## src/rtl/jump_motion_ctl.sv

```systemverilog
// jump_motion_ctl: player-motion controller for the Jump King game.
//
// Turns the debounced key levels into on-screen coordinates for the draw stage.
// All motion runs on an internal physics tick. The controller supports walking
// with wall clamping, charged jumps that saturate at CHARGE_MAX, and directional
// jumps. Airborne motion also handles wall bounce, a ceiling clamp and landing.
//
// Ports:
//   clk          system clock
//   rst          synchronous active-high reset
//   key_space    jump key level (high = held)
//   key_left     left key level
//   key_right    right key level
//   value_x      player x (low W bits)
//   value_y      player y (low W bits, grows downward)
//   state        0 = GROUND, 1 = CHARGE, 2 = AIR
//   charge_level current charge, 0 outside CHARGE
//   tick         one-cycle physics-tick strobe
module jump_motion_ctl #(
    parameter int unsigned W          = 12,
    parameter int unsigned TICK_DIV   = 40000,
    parameter int unsigned X_MIN      = 0,
    parameter int unsigned X_MAX      = 1000,
    parameter int unsigned Y_MIN      = 0,
    parameter int unsigned GROUND_Y   = 700,
    parameter int unsigned X_INIT     = 500,
    parameter int unsigned GRAVITY    = 1,
    parameter int unsigned WALK_STEP  = 2,
    parameter int unsigned CHARGE_MAX = 40,
    parameter int unsigned JUMP_VX    = 3
) (
    input  logic         clk,
    input  logic         rst,
    input  logic         key_space,
    input  logic         key_left,
    input  logic         key_right,
    output logic [W-1:0] value_x,
    output logic [W-1:0] value_y,
    output logic [1:0]   state,
    output logic [7:0]   charge_level,
    output logic         tick
);

    localparam int unsigned CntW = (TICK_DIV > 1) ? $clog2(TICK_DIV) : 1;
    localparam int unsigned VW   = W + 2;

    // Positions, velocities and charge share one signed width so that intermediate
    // results never wrap below 0 or above 2^W.
    typedef logic signed [VW-1:0] sval_t;

    localparam logic [CntW-1:0] CntMax = CntW'(TICK_DIV - 1);

    localparam sval_t XMin      = sval_t'(X_MIN);
    localparam sval_t XMax      = sval_t'(X_MAX);
    localparam sval_t YMin      = sval_t'(Y_MIN);
    localparam sval_t GroundY   = sval_t'(GROUND_Y);
    localparam sval_t XInit     = sval_t'(X_INIT);
    localparam sval_t Gravity   = sval_t'(GRAVITY);
    localparam sval_t WalkStep  = sval_t'(WALK_STEP);
    localparam sval_t ChargeMax = sval_t'(CHARGE_MAX);
    localparam sval_t JumpVx    = sval_t'(JUMP_VX);

    typedef enum logic [1:0] {
        StGround = 2'd0,
        StCharge = 2'd1,
        StAir    = 2'd2
    } state_e;

    state_e          state_q, state_d;
    logic [CntW-1:0] cnt_q;
    logic            tick_q;
    sval_t           x_q, x_d;
    sval_t           y_q, y_d;
    sval_t           vx_q, vx_d;
    sval_t           vy_q, vy_d;
    sval_t           charge_q, charge_d;
    sval_t           dir_latch_q, dir_latch_d;

    sval_t           dir;
    sval_t           x_walk;
    sval_t           y_next;
    sval_t           x_next;
    logic            hit_ceil;
    logic            landing;

    // ------------------------------------------------------------------
    // Tick generator: tick is registered, so it is high in the cycle after
    // the counter reaches TICK_DIV-1.
    // ------------------------------------------------------------------
    always_ff @(posedge clk) begin
        if (rst) begin
            cnt_q  <= '0;
            tick_q <= 1'b0;
        end else begin
            tick_q <= (cnt_q == CntMax);
            cnt_q  <= (cnt_q == CntMax) ? '0 : cnt_q + CntW'(1);
        end
    end

    // ------------------------------------------------------------------
    // State and datapath registers
    // ------------------------------------------------------------------
    always_ff @(posedge clk) begin
        if (rst) begin
            state_q     <= StGround;
            x_q         <= XInit;
            y_q         <= GroundY;
            vx_q        <= '0;
            vy_q        <= '0;
            charge_q    <= '0;
            dir_latch_q <= '0;
        end else begin
            state_q     <= state_d;
            x_q         <= x_d;
            y_q         <= y_d;
            vx_q        <= vx_d;
            vy_q        <= vy_d;
            charge_q    <= charge_d;
            dir_latch_q <= dir_latch_d;
        end
    end

    // ------------------------------------------------------------------
    // Shared arithmetic
    // ------------------------------------------------------------------
    always_comb begin
        dir = '0;
        if (key_left && !key_right) begin
            dir = -sval_t'(1);
        end else if (key_right && !key_left) begin
            dir = sval_t'(1);
        end

        x_walk = x_q + dir * WalkStep;

        // Airborne step: vertical first, and the ceiling takes priority over landing.
        y_next   = y_q - vy_q;
        hit_ceil = (y_next < YMin);
        landing  = !hit_ceil && (y_next >= GroundY);
        x_next   = x_q + vx_q;
    end

    // ------------------------------------------------------------------
    // Next-state logic
    // ------------------------------------------------------------------
    always_comb begin
        state_d = state_q;
        if (tick_q) begin
            unique case (state_q)
                StGround: if (key_space)  state_d = StCharge;
                StCharge: if (!key_space) state_d = StAir;
                StAir:    if (landing)    state_d = StGround;
                default:  state_d = StGround;
            endcase
        end
    end

    // ------------------------------------------------------------------
    // Position / velocity / charge next values
    // ------------------------------------------------------------------
    always_comb begin
        x_d         = x_q;
        y_d         = y_q;
        vx_d        = vx_q;
        vy_d        = vy_q;
        charge_d    = charge_q;
        dir_latch_d = dir_latch_q;

        if (tick_q) begin
            unique case (state_q)
                StGround: begin
                    y_d = GroundY;
                    if (key_space) begin
                        // Charging starts at 1, and the player does not walk on this tick.
                        charge_d    = sval_t'(1);
                        dir_latch_d = dir;
                    end else if (x_walk < XMin) begin
                        x_d = XMin;
                    end else if (x_walk > XMax) begin
                        x_d = XMax;
                    end else begin
                        x_d = x_walk;
                    end
                end

                StCharge: begin
                    if (key_space) begin
                        charge_d    = (charge_q >= ChargeMax) ? ChargeMax : charge_q + sval_t'(1);
                        dir_latch_d = dir;
                    end else begin
                        vy_d     = charge_q;
                        vx_d     = dir_latch_q * JumpVx;
                        charge_d = '0;
                    end
                end

                StAir: begin
                    if (hit_ceil) begin
                        y_d  = YMin;
                        vy_d = '0;
                    end else if (landing) begin
                        y_d  = GroundY;
                        vy_d = '0;
                    end else begin
                        y_d  = y_next;
                        vy_d = vy_q - Gravity;
                    end

                    if (x_next < XMin) begin
                        x_d  = XMin;
                        vx_d = -vx_q;
                    end else if (x_next > XMax) begin
                        x_d  = XMax;
                        vx_d = -vx_q;
                    end else begin
                        x_d = x_next;
                    end

                    // Landing stops horizontal motion even if a wall was hit this tick.
                    if (landing) begin
                        vx_d = '0;
                    end
                end

                default: begin
                    charge_d = '0;
                end
            endcase
        end
    end

    // ------------------------------------------------------------------
    // Outputs
    // ------------------------------------------------------------------
    logic [31:0] charge_ext;

    always_comb begin
        charge_ext   = 32'(unsigned'(charge_q));
        value_x      = x_q[W-1:0];
        value_y      = y_q[W-1:0];
        state        = state_q;
        charge_level = charge_ext[7:0];
        tick         = tick_q;
    end

endmodule
```

## config.mk

```make
export PLATFORM = sky130hd
export DESIGN_NAME = jump_motion_ctl
export DESIGN_NICKNAME = d
export VERILOG_FILES = /design/src/rtl/jump_motion_ctl.sv
export SDC_FILE = /design/constraint.sdc
export NUM_CORES = 1
export LEC_CHECK = 0
export BUFFER_PORTS_ARGS = -buffer_cell sky130_fd_sc_hd__buf_2
export CORE_MARGIN = 1
export CORE_UTILIZATION = 25
export CTS_BUF_LIST = sky130_fd_sc_hd__clkbuf_16
export CTS_CLUSTER_SIZE = 28
export DETAILED_ROUTE_END_ITERATION = 8
export PLACE_DENSITY = 0.4
export RECOVER_POWER = 25
export SLEW_MARGIN = 5
export SYNTH_ARGS = -nofsm -noshare
export SYNTH_HDL_FRONTEND = slang
export SYNTH_SLANG_ARGS = --single-unit
```

## constraint.sdc

```tcl
create_clock -name clk -period 5.73 [get_ports clk]
set_input_delay 1.4325 -clock clk [delete_from_list [all_inputs] [get_ports clk]]
set_output_delay 1.4325 -clock clk [all_outputs]
set_load 0.005 [all_outputs]
```

* Word level (Yosys, flattened, before mapping)
Index checks and enable logic that the tools add are counted.
** Operators by class
- Magnitude comparators :: 7
- Add/subtract/negate cells :: 7
- Bitwise operators :: 1
- Multipliers :: 1
- Eq/ne operators :: 8
- Reduce and logical (&&, ||, !) cells :: 18
- Mux-type cells :: 28
** Operators with widths (number)
- $mux W14 :: 18
- $pmux W14 S2 :: 4
- $lt A14 B1 Y1 const B :: 3
- $pmux W14 S3 :: 1
- $add A14 B14 Y14 :: 2
- $gt A14 B11 Y1 const B :: 2
- $add A16 B1 Y16 const B :: 1
- $eq A16 B16 Y1 const B :: 1
- $add A14 B2 Y14 const B :: 1
- $ge A14 B11 Y1 const B :: 1
- $ge A14 B7 Y1 const B :: 1
- $mul A14 B3 Y14 const B :: 1
- $neg A14 Y14 :: 1
- $sub A14 B14 Y14 :: 1
- $sub A14 B2 Y14 const B :: 1
- $reduce_and A3 Y1 :: 4
- $ne A2 B2 Y1 const B :: 4
- $reduce_and A4 Y1 :: 2
- $mux W2 :: 3
- $pmux W2 S3 :: 1
- $ne A4 B4 Y1 const B :: 1
- $reduce_bool A2 Y1 :: 2
- $reduce_or A2 Y1 :: 2
- $logic_and A1 B1 Y1 :: 3
- 7 further kinds :: 9
** Storage, ports and cells
- Output and inout port bits :: 35
- Flip-flop bits (word level) :: 103
- Input bits :: 5
- Logic and storage cells :: 79

* Longest topological paths before layout
Gate-level depths: netlist of the first run.
- Depth after elaboration :: 10
- Mapped depth :: 15
- Gate-level depth less buffers :: 14

* Least setup slack after synthesis of the first run
OpenSTA, ideal clock, no wires.
- Path type :: input to register
- From :: input key_right
- To :: register x_q[0]
- Arrival time :: 4.180 ns
- Data required time :: 5.598 ns
- Slack :: 1.417 ns
- Library setup time :: 0.132 ns
- Stages on the path :: 12
- Path buffers :: 0
- Cells stage by stage :: inv_1 > ha_1 > ha_1 > a211o_1 > a2111oi_0 > o21ba_2 > o21ai_0 > a211o_1 > a211o_1 > a21oi_1 > nand4b_1 > a21oi_1
** On the way
- Longest elaborated chain between the ends :: 9
- Elaborated cells between the ends (all ways) :: 12
- Classes of those cells :: add/sub: 1; order compare: 2; mux: 6; reduce/logical: 3
** Ends and longest elaborated chain
- from (decl) :: line 36 : input logic key_right,
- $logic_not A1 Y1 * :: line 128 : if (key_left && !key_right) begin
- $logic_and A1 B1 Y1 * :: line 128
- $mux W14 * :: line 128
- named net dir[10] :: line 79 : sval_t dir;
- $add A14 B14 Y14 * :: line 134 : x_walk = x_q + dir * WalkStep;
- $gt A14 B11 Y1 :: line 179 : end else if (x_walk > XMax) begin
- $mux W14 :: line 179
- $mux W14 * :: line 177 : end else if (x_walk < XMin) begin
- $mux W14 * :: line 173 : if (key_space) begin
- $pmux W14 S2 * :: line 170 : unique case (state_q)
- to (signal assigned) :: line 106 : x_q <= XInit;
- to (decl) :: line 72 : sval_t x_q, x_d;
The timed path passes the listed nets; every way through them passes the cells marked *. The select of a mux whose other input is x is not followed.
A chain may end at the register's enable or synchronous reset.

* Worst setup path after layout of the first run
- From :: input rst
- To :: register cnt_q[7]
** On the way
- Longest elaborated chain between the ends :: 1
** Ends and longest elaborated chain
- from (decl) :: line 33 : input logic rst,
- $reduce_or A2 Y1 (no line)
- to (signal assigned) :: line 96 : cnt_q <= (cnt_q == CntMax) ? '0 : cnt_q + CntW'(1);
- to (decl) :: line 70 : logic [CntW-1:0] cnt_q;
No other way between the ends.

==> results.cfg, run 1 <==
[clock_network]
clk-insertion-delay-late_ns = 0.35
post_cts_resized = 0
cts_root_buf = clkbuf_16
post_cts_buffers = 0
cts_tree = done
cts_buffers = 9
cts-hold-fix-buffers = 0
cts_htree_levels = 3
cts_buffer_depth = 2
clkTransAtPathRegs_ns = 0.06
cts_sinks = 89

[timing]
fmax_mhz = 215
hold_viol_final = 0
worst_pin_slew_ns = 2.15
final.min_clock_period_ns = 4.65
fin_crit_sh = 0.811
finalSetupViolations = 0
finClkSkew_ns = 0.0107
rsz0062_at_grt = no
slew_headroom = -0.435
finalSetupTns_ns = 0
drv_slew = 39

[synth]
synth-edff-count = 0
ys_types = 66
synth_nets = 901
syn_area_um2 = 6610
synthTopCellsByArea = dfxtp_1 27%, ha_1 9.1%, nor2_1 5.0%
ys_ff_latch = 89
yosysTopAreaCell = dfxtp_1
ys_seq_area_frac = 0.269
synth_top_cell_area_share = 0.269
syn_avg_cell_area_um2 = 7.83
yosys_warnings = 0
synthFlopType = dfxtp_1
netlist_instances = 845
async_flop_share = 0

[outcome]
status = finished with violations
violations = max-capacitance violations, max-slew violations

[floorplan]
boundaryPins = 40
core_area_um2 = 26000
die-height_um = 165
die_area_um2 = 27100
chipWidth_um = 165
num_rows = 59
initial_core_util = 0.255

[routing]
first_iter_violations = 353
drc = 0
ant_nets = 0
dr.pass1.iters = 5
num_vias = 5908
drt-total-wl_um = 18900
drt-wirelength-per-cell_um = 16.1
viasPerCell = 5.02

[placement]
io_buffers = 39
hpwl_um = 13900
gp_congestion = 0.788
dp.cells = 1163

[critical_path]
end_kind = register
worstSetupEndpoint = cnt_q[7]
crit_slowest_cell = clkbuf_1
r2r-start = vy_q[0]
worst_r2r_path_depth = 13
critPathMaxFanout = 38
crit_type = in2reg
r2r-end = vx_q[3]
r2r_setup_slack_ns = 1.53
crit_chain = buf_2 > clkbuf_1 > inv_1 > nand2_1 > nor2_1
cpPeakStageDelay_ns = 1.52
cp-start-kind = input pin
crit_path_start = rst
crit_required_ns = 5.94
arrival_ns = 4.86

[global_routing]
overflow = 0
grt_pass1_wl_um = 30700
antenna_found_initial = 0
grt_pass1_vias = 5780
grt_max_degree = 39
grt_use_total = 0.144

[hold_path]
hp-class = reg2reg

[pwr]
ir_drop_v = 0.000108
power.leakage_uw = 0.00283
p_per_area_nw_per_um2 = 187

[layout]
finalNonFillerCells = 1177
drive_above_1_share = 0.0736
n_antenna_cell = 0
final_common_cell = dfxtp_1
nNetsFinal = 895
area_growth_pct = 8.68
most-common-layout-cells = 89 x dfxtp_1, 88 x nor2_1, 60 x nand2_1

[run]
maxCapViolCount = 1
## state kept, by name (all words and copies together) (netlist names)
name / cells
vy_q: 14
state: 2
x_q: 13
y_q: 13
dir_latch_q: 2
vx_q: 14
charge_q: 14
tick: 1
cnt_q: 16
## metal layers
metal	global-route usage	wire length (um)
met4	0.0367	216
met3	0.0231	539
met5	0	0
met2	0.249	9110
met1	0.184	9040
## worst min path at each step
| stage | start | end | slack (ns) | cells past startpoint |
|---|---|---|---|---|
| 2_1_floorplan | cnt_q[0] | cnt_q[0] | 0.43 | 1 |
| 3_3_place_gp | cnt_q[0] | cnt_q[0] | 0.45 | 1 |
| 3_5_place_dp | cnt_q[0] | cnt_q[0] | 0.45 | 1 |
| 4_1_cts | cnt_q[0] | cnt_q[0] | 0.47 | 1 |
| 5_1_grt | y_q[12] | y_q[12] | 0.50 | 1 |
| 6_report | cnt_q[0] | cnt_q[0] | 0.46 | 1 |
## critical path, delay by kind of cell
family | cells | cell delay, ns
buf+inv | 3 | 2.59
simple gates | 2 | 0.82
## synthesized netlist by cell type, types with 26 or more instances
| cell | instances |
|---|---|
| clkbuf_1 | 28 |
| nor2_1 | 88 |
| xor2_1 | 29 |
| nand3_1 | 35 |
| a21oi_1 | 59 |
| dfxtp_1 | 89 |
| nand2_1 | 60 |
| inv_1 | 38 |
| nor3_1 | 26 |
| buf_4 | 34 |
| ha_1 | 48 |
| o21ai_0 | 39 |
## cell families after synthesis
kind of cell,synth area share
AND/OR/NAND/NOR,0.228
multiplexers,0.00795
XOR/XNOR,0.0636
flip-flops,0.269
adder cells (fa/ha/maj),0.0999
AO/OA/AOI/OAI,0.251
buffers and inverters,0.0802
## report_power, final
group	internal, uW	switching (uW)	total [uW]
logic	32.4	57.6	90.0
registers	621	2.62	624
clock network	375	254	628
total	1030	314	1340
## through the flow
stage / instance area [um^2] / hold slack (ns) / utilization / total power (uW) / setup slack, ns
6_report: 7190 / 0.464 / 0.277 / 1340 / 1.08
5_1_grt: 7190 / 0.502 / 0.277 / 1400 / 0.700
4_1_cts: 7210 / 0.468 / 0.277 / 1370 / 1.43
3_5_place_dp: 6910 / 0.452 / 0.266 / 728 / 1.08
3_3_place_gp: 6910 / 0.452 / 0.266 / 729 / 1.10
2_1_floorplan: 6610 / 0.430 / - / 704 / 1.42
## area by class of cell
type | count | area, um^2
fillers | 2887 | 18800
clock inverters | 5 | 73.8
repair buffers | 48 | 244
clock buffers | 9 | 225
multi-input cells | 653 | 4300
flip-flops and latches | 89 | 1780
well taps | 335 | 419
inverters | 38 | 143
Note: power is estimated with default switching activity, not from simulation.
==> run 2, diff against run 1 <==
--- a/config.mk
+++ b/config.mk
@@ -5,13 +5,14 @@
 export SDC_FILE = /design/constraint.sdc
 export NUM_CORES = 1
 export LEC_CHECK = 0
+export ABC_AREA = 1
 export BUFFER_PORTS_ARGS = -buffer_cell sky130_fd_sc_hd__buf_2
 export CORE_MARGIN = 1
 export CORE_UTILIZATION = 25
 export CTS_BUF_LIST = sky130_fd_sc_hd__clkbuf_16
 export CTS_CLUSTER_SIZE = 28
 export DETAILED_ROUTE_END_ITERATION = 8
-export PLACE_DENSITY = 0.4
+export PLACE_DENSITY = 0.41
 export RECOVER_POWER = 25
 export SLEW_MARGIN = 5
 export SYNTH_ARGS = -nofsm -noshare
==> constraint.sdc (replaced) <==
create_clock -name clk -period 4.1 [get_ports clk]
set_input_delay 1.025 -clock clk [delete_from_list [all_inputs] [get_ports clk]]
set_output_delay 1.025 -clock clk [all_outputs]
set_load 0.005 [all_outputs]
==> results.cfg, run 2 <==
[timing]
worst_slack_ns = 0.628
finalSetupTns_ns = 0
fmax_mhz = 288
drv_slew = 42
finClkSkew_ns = 0.0157
rsz0062_at_grt = no
finalSetupViolations = 0
slew_headroom = -0.324
hold_viol_final = 0
final.min_clock_period_ns = 3.47
fin_crit_sh = 0.847
worst_pin_slew_ns = 1.99

[hold_path]
hp-class = reg2reg
hold_end = y_q[12]
min_delay_path_depth = 2
hp-start = y_q[12]

[synth]
syn_area_um2 = 6930
synth_nets = 1141
ys_top_cells_by_count = 270 x nand2_1, 140 x inv_1, 127 x nor2_1
syn_avg_cell_area_um2 = 6.39
yosys_warnings = 0
synth-edff-count = 0
yosysTopAreaCell = dfxtp_1
synthTopCellsByArea = dfxtp_1 26%, nand2_1 15%, ha_1 8.7%
ys_seq_area_frac = 0.257
synth_top_cell_area_share = 0.257
netlist_instances = 1085
ys_ff_latch = 89
yosysMostFrequentCell = nand2_1
synthFlopType = dfxtp_1
async_flop_share = 0
ys_types = 46

[pwr]
p_int_uw = 1380
p_per_area_nw_per_um2 = 243
pwr-share-comb = 0.056
p_switching_uw = 461
power.leakage_uw = 0.00352
switching_share = 0.251
ir_drop_v = 0.000169
clkPwrFrac = 0.473
p_seq_frac = 0.472

[placement]
io_buffers = 39
hpwl_um = 14900
dpl_worst_slack_ns = 0.460
gp_congestion = 0.843

[layout]
final_common_cell = nand2_1
drive_above_1_share = 0.0822
nNetsFinal = 1146
fin_util = 0.280
most-common-layout-cells = 270 x nand2_1, 140 x inv_1, 127 x nor2_1
largest-register = cnt_q
area_growth_pct = 9.43
fillers = 3078
largest_reg_flops = 16

[critical_path]
r2r-end = x_q[0]
cpPeakStageDelay_ns = 1.43
r2r-start = state[0]
path_buf_inv = 3
crit_slowest_cell = clkbuf_1
crit_required_ns = 4.39
cp-start-kind = input pin
critical-path-top-delay-family = buffers and inverters
end_kind = register
worst_r2r_path_depth = 10
crit_top_cell = clkbuf_1
crit_chain = clkbuf_1 > inv_1 > clkbuf_1 > o21ai_1 > o21bai_1 > a21oi_1
critPathMaxFanout = 41
r2r_setup_slack_ns = 1.02
arrival_ns = 3.76
crit_type = in2reg

[global_routing]
grt_use_met2 = 0.238
grt_busiest_layer = met2
grt_max_degree = 42
grt_pass1_wl_um = 31000
use_met1 = 0.177
grt_pass1_vias = 6085
overflow = 0
met3_usage = 0.0238
antenna_found_initial = 1
grt_use_total = 0.137

[clock_network]
cts_htree_levels = 3
cts_tree = done
clkTransAtPathRegs_ns = 0.08
post_cts_resized = 0
cts-hold-fix-buffers = 0
cts_sinks = 89
cts_buffers = 9
clk-insertion-delay-late_ns = 0.36
cts_buffer_depth = 2
post_cts_buffers = 0
cts_root_buf = clkbuf_16

[run]
maxCapViolCount = 1

[floorplan]
core_area_um2 = 27100
die-height_um = 168
boundaryPins = 40
chipWidth_um = 168
num_rows = 60
initial_core_util = 0.256
die_area_um2 = 28400

[routing]
dr.pass1.iters = 6
viasPerCell = 4.34
drt-wirelength-per-cell_um = 12.9
ant_nets = 0
first_iter_violations = 297
drc = 0
num_vias = 6375
drt-total-wl_um = 18900

[outcome]
status = finished with violations
violations = max-capacitance violations, max-slew violations
run 2: cell types whose count changed in the layout (fill, tap and decap cells not counted), sizes merged, moves of 9 or more:
cell	change
nand2	+226
inv	+109
nor2	+44
a21oi	+27
nand3	+26
a211oi	-25
and3	-23
o21ai	+23
a31oi	-16
xnor2	-14
o22ai	-13
nand2b	-9
run 2: worst min-delay path: cells and delay by family (launching register included):
kind	cells	cell delay [ns]
DFF	1	0.32
and+or+nand+nor	2	0.09
run 2: logic make-up (layout without fill, tap and decap cells):
kind of cell,after synthesis,after routing,share of synthesized area
flops,89,89,0.257
other cells,0,1,0
xor+xnor,39,39,0.0493
fa+ha+maj,51,51,0.0953
compound gates,176,176,0.138
simple gates,529,529,0.328
buf+inv,200,210,0.130
mux,1,1,0.00144
run 2: power groups by stage:
stage	Clock (uW)	Combinational [uW]	Sequential, uW
5_1_grt	941	120	868
2_1_floorplan	0	77.7	888
3_3_place_gp	0	106	888
4_1_cts	913	105	867
3_5_place_dp	0	104	888
6_report	870	102	868
run 2: stage by stage:
stage / hold WS [ns] / cells / cell area [um^2] / power, uW
CTS: 0.454 / 1467 / 7590 / 1890
global route: 0.474 / 1467 / 7580 / 1930
finish: 0.448 / 1468 / 7580 / 1840
global placement: 0.430 / 1451 / 7290 / 994
floorplan: 0.418 / 1085 / 6930 / 965
detailed placement: 0.440 / 1451 / 7290 / 992
run 2: worst max-delay path by stage:
stage / end / depth (start not counted) / from
after floorplan: x_q[6] / 20 / key_right
after global placement: x_q[0] / 14 / key_right
after detailed placement: x_q[6] / 19 / key_right
after CTS: x_q[6] / 19 / key_right
after global routing: charge_q[9] / 6 / rst
final: charge_q[9] / 6 / rst
run 2: metal layers:
| layer | vias up | routed length [um] |
|---|---|---|
| met1 | 2834 | 9280 |
| met3 | 8 | 580 |
| met4 | 0 | 147 |
| li1 | 3472 | - |
| met2 | 61 | 8880 |
| met5 | - | 0 |
run 2: cell type report:
| type | instances | area, um^2 | share of cell area |
|---|---|---|---|
| Sequential cell | 89 | 1780 | 0.235 |
| Timing Repair Buffer | 45 | 225 | 0.0297 |
| Tap cell | 372 | 465 | 0.0614 |
| Clock buffer | 9 | 225 | 0.0297 |
| Inverter | 149 | 559 | 0.0738 |
| Clock inverter | 7 | 77.6 | 0.0102 |
| Multi-Input combinational cell | 796 | 4250 | 0.560 |
| Antenna cell | 1 | 2.50 | 0.000330 |
